==> src/rtl/tft_pkg.sv <==
// Shared definitions for the TFT controller and its bus-level responder:
// call-bit positions, FSM/phase encodings and SSD2119 register indices.
package tft_pkg;

  localparam int CALL_REG = 2;
  localparam int CALL_CMD = 1;
  localparam int CALL_DAT = 0;

  localparam logic [7:0] REG_RAM_DATA = 8'h22;
  localparam logic [7:0] REG_X_ADDR   = 8'h4E;
  localparam logic [7:0] REG_Y_ADDR   = 8'h4F;

  typedef enum logic [2:0] {IDLE, SETUP, WRL, WRH, DONE} state_e;
  typedef enum logic {INDEX, DATA} phase_e;
  typedef enum logic [1:0] {KIND_DAT, KIND_CMD, KIND_REG} kind_e;

  // Highest set call bit wins; an all-zero call is never latched.
  function automatic kind_e call_kind(input logic [2:0] call);
    if (call[CALL_REG])      return KIND_REG;
    else if (call[CALL_CMD]) return KIND_CMD;
    else                     return KIND_DAT;
  endfunction

  function automatic logic [15:0] bus_word(input phase_e ph, input logic [7:0] addr,
                                           input logic [15:0] data);
    return (ph == INDEX) ? {8'h00, addr} : data;
  endfunction

endpackage

==> src/rtl/tft_funcmod.sv <==
// 8080-style write-only bus responder: one call in, one or two WR strobes out
// on the panel bus, then a single-cycle done pulse back to the initiator.
module tft_funcmod
  import tft_pkg::*;
#(
  parameter int WR_LOW  = 2,
  parameter int WR_HIGH = 2
) (
  input  logic        CLOCK,
  input  logic        RESET,
  input  logic [2:0]  iCall,
  input  logic [7:0]  iAddr,
  input  logic [15:0] iData,
  output logic        oDone,
  output logic        TFT_CS,
  output logic        TFT_RS,
  output logic        TFT_WR,
  output logic        TFT_RD,
  output logic [15:0] TFT_DB
);

  localparam logic [3:0] LOW_LOAD  = 4'(WR_LOW - 1);
  localparam logic [3:0] HIGH_LOAD = 4'(WR_HIGH - 1);

  state_e      state_reg, state_next;
  phase_e      phase_reg, phase_next;
  kind_e       kind_reg, kind_next;
  logic [3:0]  count_reg, count_next;
  logic [7:0]  addr_reg, addr_next;
  logic [15:0] data_reg, data_next;
  logic        done_reg, done_next;
  logic        cs_reg, cs_next;
  logic        rs_reg, rs_next;
  logic        wr_reg, wr_next;
  logic [15:0] db_reg, db_next;

  always_ff @(posedge CLOCK) begin
    if (RESET) begin
      state_reg <= IDLE;
      phase_reg <= INDEX;
      kind_reg  <= KIND_DAT;
      count_reg <= 4'd0;
      addr_reg  <= 8'h00;
      data_reg  <= 16'h0000;
      done_reg  <= 1'b0;
      cs_reg    <= 1'b1;
      rs_reg    <= 1'b1;
      wr_reg    <= 1'b1;
      db_reg    <= 16'h0000;
    end else begin
      state_reg <= state_next;
      phase_reg <= phase_next;
      kind_reg  <= kind_next;
      count_reg <= count_next;
      addr_reg  <= addr_next;
      data_reg  <= data_next;
      done_reg  <= done_next;
      cs_reg    <= cs_next;
      rs_reg    <= rs_next;
      wr_reg    <= wr_next;
      db_reg    <= db_next;
    end
  end

  // Outputs are set on the transition into each state so the pins are
  // registered and line up exactly with the state they belong to.
  always_comb begin
    state_next = state_reg;
    phase_next = phase_reg;
    kind_next  = kind_reg;
    count_next = count_reg;
    addr_next  = addr_reg;
    data_next  = data_reg;
    done_next  = 1'b0;
    cs_next    = cs_reg;
    rs_next    = rs_reg;
    wr_next    = wr_reg;
    db_next    = db_reg;

    case (state_reg)
      IDLE: begin
        if (|iCall) begin
          kind_next  = call_kind(iCall);
          phase_next = (call_kind(iCall) == KIND_DAT) ? DATA : INDEX;
          addr_next  = iAddr;
          data_next  = iData;
          state_next = SETUP;
          cs_next    = 1'b0;
          wr_next    = 1'b1;
          rs_next    = (phase_next == DATA);
          db_next    = bus_word(phase_next, iAddr, iData);
        end
      end
      SETUP: begin
        state_next = WRL;
        wr_next    = 1'b0;
        count_next = LOW_LOAD;
      end
      WRL: begin
        if (count_reg == 4'd0) begin
          state_next = WRH;
          wr_next    = 1'b1;
          count_next = HIGH_LOAD;
        end else begin
          count_next = count_reg - 4'd1;
        end
      end
      WRH: begin
        if (count_reg != 4'd0) begin
          count_next = count_reg - 4'd1;
        end else if (kind_reg == KIND_REG && phase_reg == INDEX) begin
          // Second half of a register write: CS stays low across the index/data pair.
          state_next = SETUP;
          phase_next = DATA;
          rs_next    = 1'b1;
          db_next    = data_reg;
        end else begin
          state_next = DONE;
          done_next  = 1'b1;
          cs_next    = 1'b1;
          rs_next    = 1'b1;
        end
      end
      DONE: begin
        state_next = IDLE;
      end
      default: begin
        state_next = IDLE;
      end
    endcase
  end

  assign oDone  = done_reg;
  assign TFT_CS = cs_reg;
  assign TFT_RS = rs_reg;
  assign TFT_WR = wr_reg;
  assign TFT_RD = 1'b1;
  assign TFT_DB = db_reg;

endmodule

==> config.mk <==
export PLATFORM = sky130hd
export DESIGN_NAME = tft_funcmod
export DESIGN_NICKNAME = d
export VERILOG_FILES = /design/src/rtl/tft_pkg.sv /design/src/rtl/tft_funcmod.sv
export SDC_FILE = /design/constraint.sdc
export NUM_CORES = 1
export LEC_CHECK = 0
export CORE_MARGIN = 2
export CORE_UTILIZATION = 44
export DETAILED_ROUTE_END_ITERATION = 10
export PLACE_DENSITY = 0.69
export SLEW_MARGIN = 10
export SYNTH_ARGS = -nofsm -noshare
export SYNTH_HDL_FRONTEND = slang
export SYNTH_SLANG_ARGS = --single-unit
==> constraint.sdc <==
create_clock -name CLOCK -period 4.88 [get_ports CLOCK]
set_clock_uncertainty 0.2 [all_clocks]
set_input_delay 0.732 -clock CLOCK [delete_from_list [all_inputs] [get_ports CLOCK]]
set_output_delay 0.732 -clock CLOCK [all_outputs]
set_load 0.005 [all_outputs]
# Word level (Yosys, flattened, before mapping)
# Cells that the tools add are included.
# totals
out_inout_bits,21
reg_bits,46
input_bits,29
# classes
mux,32
reduce_logical,17
addsub,1
n_eq_ne,10
bitwise,2
# ops
operator,count
$mux 16,4
$pmux 16 s2,1
$mux 1,12
$mux 3,4
$ne 2x2->1 const B,6
$pmux 3 s4,1
$pmux 4 s3,1
$reduce_and 3->1,3
$mux 4,2
$reduce_and 4->1,2
$eq 3x2->1 const B,2
$mux 2,3
$pmux 1 s2,3
$reduce_bool 3->1,2
$reduce_or 3->1,2
$logic_not 4->1,1
$reduce_and 2->1,2
$reduce_bool 4->1,1
$sub 4x1->4 const B,1
$eq 3x1->1 const B,1
$logic_not 3->1,1
$pmux 1 s3,1
$eq 2x2->1 const B,1
$logic_not 2->1,1
3 further kinds,4

# Logic depth before layout (Yosys ltp)
# depth
word_depth,9
mapped_depth,8

# Worst setup path before layout
# No wires, ideal clock.
# synth_timing
kind,input to register
from,input iCall[2]
to,register db_reg[13] (netlist: TFT_DB[13])
path_stages,7
path_slack_ps,2605
t_arrival_ps,1934
t_required_ps,4539
path_cell_list,or3_1 clkbuf_1 a32oi_4 or2_1 buf_6 buf_6 a211oi_2
# synth_via
elab_chain_cells,8
elab_cells_between_ends,11
classes_between,eq/ne (1); mux (7); reduce/logical (3)
# synth_rtl
element,line_no,source
start: declaration,tft_funcmod.sv:11,"input logic [2:0] iCall,"
$mux 2,tft_pkg.sv:19,if (call[CALL_REG]) return KIND_REG;
$mux 2,tft_funcmod.sv:82,if (|iCall) begin
$mux 2,tft_funcmod.sv:80,case (state_reg)
$logic_not 2->1,tft_funcmod.sv:84,phase_next = (call_kind(iCall) == KIND_DAT) ? DATA : INDEX;
$mux 1,tft_funcmod.sv:84,
$mux 16,tft_pkg.sv:26,"return (ph == INDEX) ? {8'h00, addr} : data;"
$mux 16,tft_funcmod.sv:82,
$pmux 16 s2,tft_funcmod.sv:80,
end signal: assignment,tft_funcmod.sv:61,db_reg <= db_next;
end: declaration,tft_funcmod.sv:35,"logic [15:0] db_reg, db_next;"
# Several ways; a longest one is shown, not always the timed one. The select of a mux whose other input is x is not followed.
# A chain may end at the register's enable or synchronous reset.

# Worst setup path after layout
# layout_timing
from,input iCall[2]
to,register db_reg[15] (netlist: TFT_DB[15])
# Same word-level chain as after synthesis.

==> out/results.tsv <==
metric	value	unit
async_flop_share	0	%
pwr-share-seq	42.8	%
synth-adder-area-share	0.5643	%
fin_crit_sh	64.98	%
hp-class	flop to flop	
synth_edf_count	0	
rows	25	
gr-total-overflow	0	
regArea	920.9	sq um
cts_num_sinks	46	
grt_pass1_vias	1842	
hpwlAfterDp	3537	um
design.core.area	4786	sq um
setup_tns	0	ns
r2r_cells	4	
cts_buffers	5	
drc	0	
initial_core_util	46.33	%
n_antenna_cell	0	
ff2ff_setup_slack	2.00	ns
hold_path_startpoint	TFT_DB[9]	
clkTransAtPathRegs	0.09	ns
insertion_delay	0.30	ns
yosys_warnings	0	
root_buffer	clkbuf_8	
r2r_end	TFT_DB[13]	
maxCapViolCount	0	
synth_top_family_by_area	compound AO/OA/AOI/OAI gates	
die_y	74.99	um
vias	2025	
clock_path_buffers	2	
drt_iter0_drc	157	
die_w	74.99	um
syn_inst	275	
tightest_slew	1.087	ns
worst_ep_arrival_time	3.11	ns
drive_gt1_share	4.235	%
hold_buffers	0	
synth_compound_area_share	28.56	%
critPathKind	input port to flop	
syn_nets	305	
power.share.clock	18.3	%
ys_types	40	
netlist_area	2217	sq um
power_frac_comb	38.9	%
grt_start_max_net_pins	54	
cts_tree	done	
post_cts_resized	0	
viasPerCell	5.414	
synthMuxAreaShare	0	%
grtUsageTotal	20.79	%
yosys-top-cells-count	dfxtp_1 (46), nand2_1 (45), a21oi_1 (22), o21ai_0 (20), nor2_1 (16)	
totalWireLength	5457	um
hold_viol	0	
crit_path_start_kind	input port	
cellInternalPower	0.7945	mW
synthXorXnorAreaFrac	0	%
post_cts_buffers	0	
synth_area_leader_cell	dfxtp_1	
worstPathRequired	4.82	ns
finalPower	1.261	mW
nets	336	
h-tree-depth	2	
ys_top_cells_by_area	dfxtp_1 (42%), nand2_1 (7.6%), a21oi_1 (5.0%), o21ai_0 (4.5%), a2111oi_0 (4.0%)	
crit_path_max_fanout	18	
multi_input_area	1124	sq um
synthToLayoutAreaGrowth	23.70	%
yosysTopAreaCellShare	41.53	%
final.min_clock_period	3.171	ns
ys_seq_area_share	41.53	%
peakVddDrop	0.0002853	V
cellLeakagePower	0.9902	nW
pwr_density_cell	459.6	nW/um^2
final-max-slew-violation-count	0	
synth_most_common_cell	dfxtp_1	
cp-end-kind	flop	
synth_ff_type	dfxtp_1	
max_freq	0.3154	GHz
synth_simple_gate_area_share	21.39	%
io_pins	50	
fill_cells	444	
port_buffers	48	
post_drt_wl_per_cell	14.59	um
holdPathEnd	TFT_DB[9]	
routabilityCongestion	0.8346	
firstDrtPassIters	4	
rsz0062_at_grt	no	
yosys_register_bits	46	
postSynthAreaPerCell	8.062	sq um
net-switching-power	0.4661	mW
status	complete, no violations	
antenna_found_initial	0	
hold_path_depth	2	
switching_share	36.98	%
grt_pass1_wl	8825	um
relSlewSlack	27.25	%
ant_nets	0	
r2r-start	state_reg[2]	
finalSetupViolCount	0	
die_area	5623	sq um
-- through the flow --
stage	std cells	setup slack, ns	hold WS [ns]	area, sq um	util (%)
2_1_floorplan	275	2.605	0.2342	2217	-
3_3_place_gp	366	1.467	0.2431	2656	55.50
3_5_place_dp	366	1.403	0.2458	2656	55.50
4_1_cts	374	1.720	0.2599	2743	57.31
5_1_grt	374	1.525	0.2871	2743	57.31
6_report	374	1.709	0.2564	2743	57.31
-- critical path, cell delays in order --
cell and delay [ns]:
clkdlybuf4s50_1 0.59, or3_1 0.56, a32oi_4 0.48, or2_1 0.59, a211oi_1 0.17
-- worst max path at each step --
stage	start	to	slack [ns]
3_5_place_dp	iCall[2]	phase_reg	1.40
3_3_place_gp	iCall[2]	phase_reg	1.47
5_1_grt	iCall[2]	TFT_DB[15]	1.52
2_1_floorplan	iCall[2]	TFT_DB[13]	2.60
6_report	iCall[2]	TFT_DB[15]	1.71
4_1_cts	iCall[2]	TFT_DB[15]	1.72
-- cell type report --
type                            count  share of cell area [%]
Tap cell                           67                   3.057
Clock inverter                      2                  0.5018
Inverter                           14                   1.916
Timing Repair Buffer               48                   17.34
Sequential cell                    46                   33.58
Multi-Input combinational cell    191                   40.97
Clock buffer                        6                   2.646
-- cells by family (layout without fill, tap and decap cells) --
group                    after synthesis  count (layout)
AO/OA/AOI/OAI                         92              92
adder cells (fa/ha/maj)                1               1
buffers and inverters                 38              70
flip-flops                            46              46
other                                  1               1
AND/OR/NAND/NOR                       97              97
-- power by group through the flow --
stage / logic (mW) / clock network (mW) / registers, mW
4_1_cts: 0.491 / 0.237 / 0.540
3_5_place_dp: 0.489 / 0 / 0.548
2_1_floorplan: 0.347 / 0 / 0.526
5_1_grt: 0.552 / 0.252 / 0.553
6_report: 0.491 / 0.230 / 0.540
3_3_place_gp: 0.482 / 0 / 0.547
-- routing by layer --
metal  vias to the layer above  routed length (um)  GRT usage [%]
met5                         -                   0              0
met1                       922                2625          29.93
met3                         2                 275          4.016
li1                       1039                   -              -
met2                        62                2537          31.29
met4                         0                  19          6.944
-- layout by cell type (no fill, tap or decap), drive strengths merged, types with 3 or more instances in the layout --
| master | synthesis | layout |
|---|---|---|
| clkbuf | 14 | 6 |
| nor2b | 9 | 9 |
| and2 | 4 | 4 |
| a311o | 8 | 8 |
| clkdlybuf4s50 | 0 | 47 |
| a211oi | 11 | 11 |
| dfxtp | 46 | 46 |
| a2111oi | 10 | 10 |
| inv | 14 | 14 |
| and3 | 9 | 9 |
| a21oi | 22 | 22 |
| nor2 | 16 | 16 |
| nand2 | 45 | 45 |
| o21ai | 28 | 28 |
| nor3 | 3 | 3 |
No activity file was read; power rests on OpenSTA's default activity.
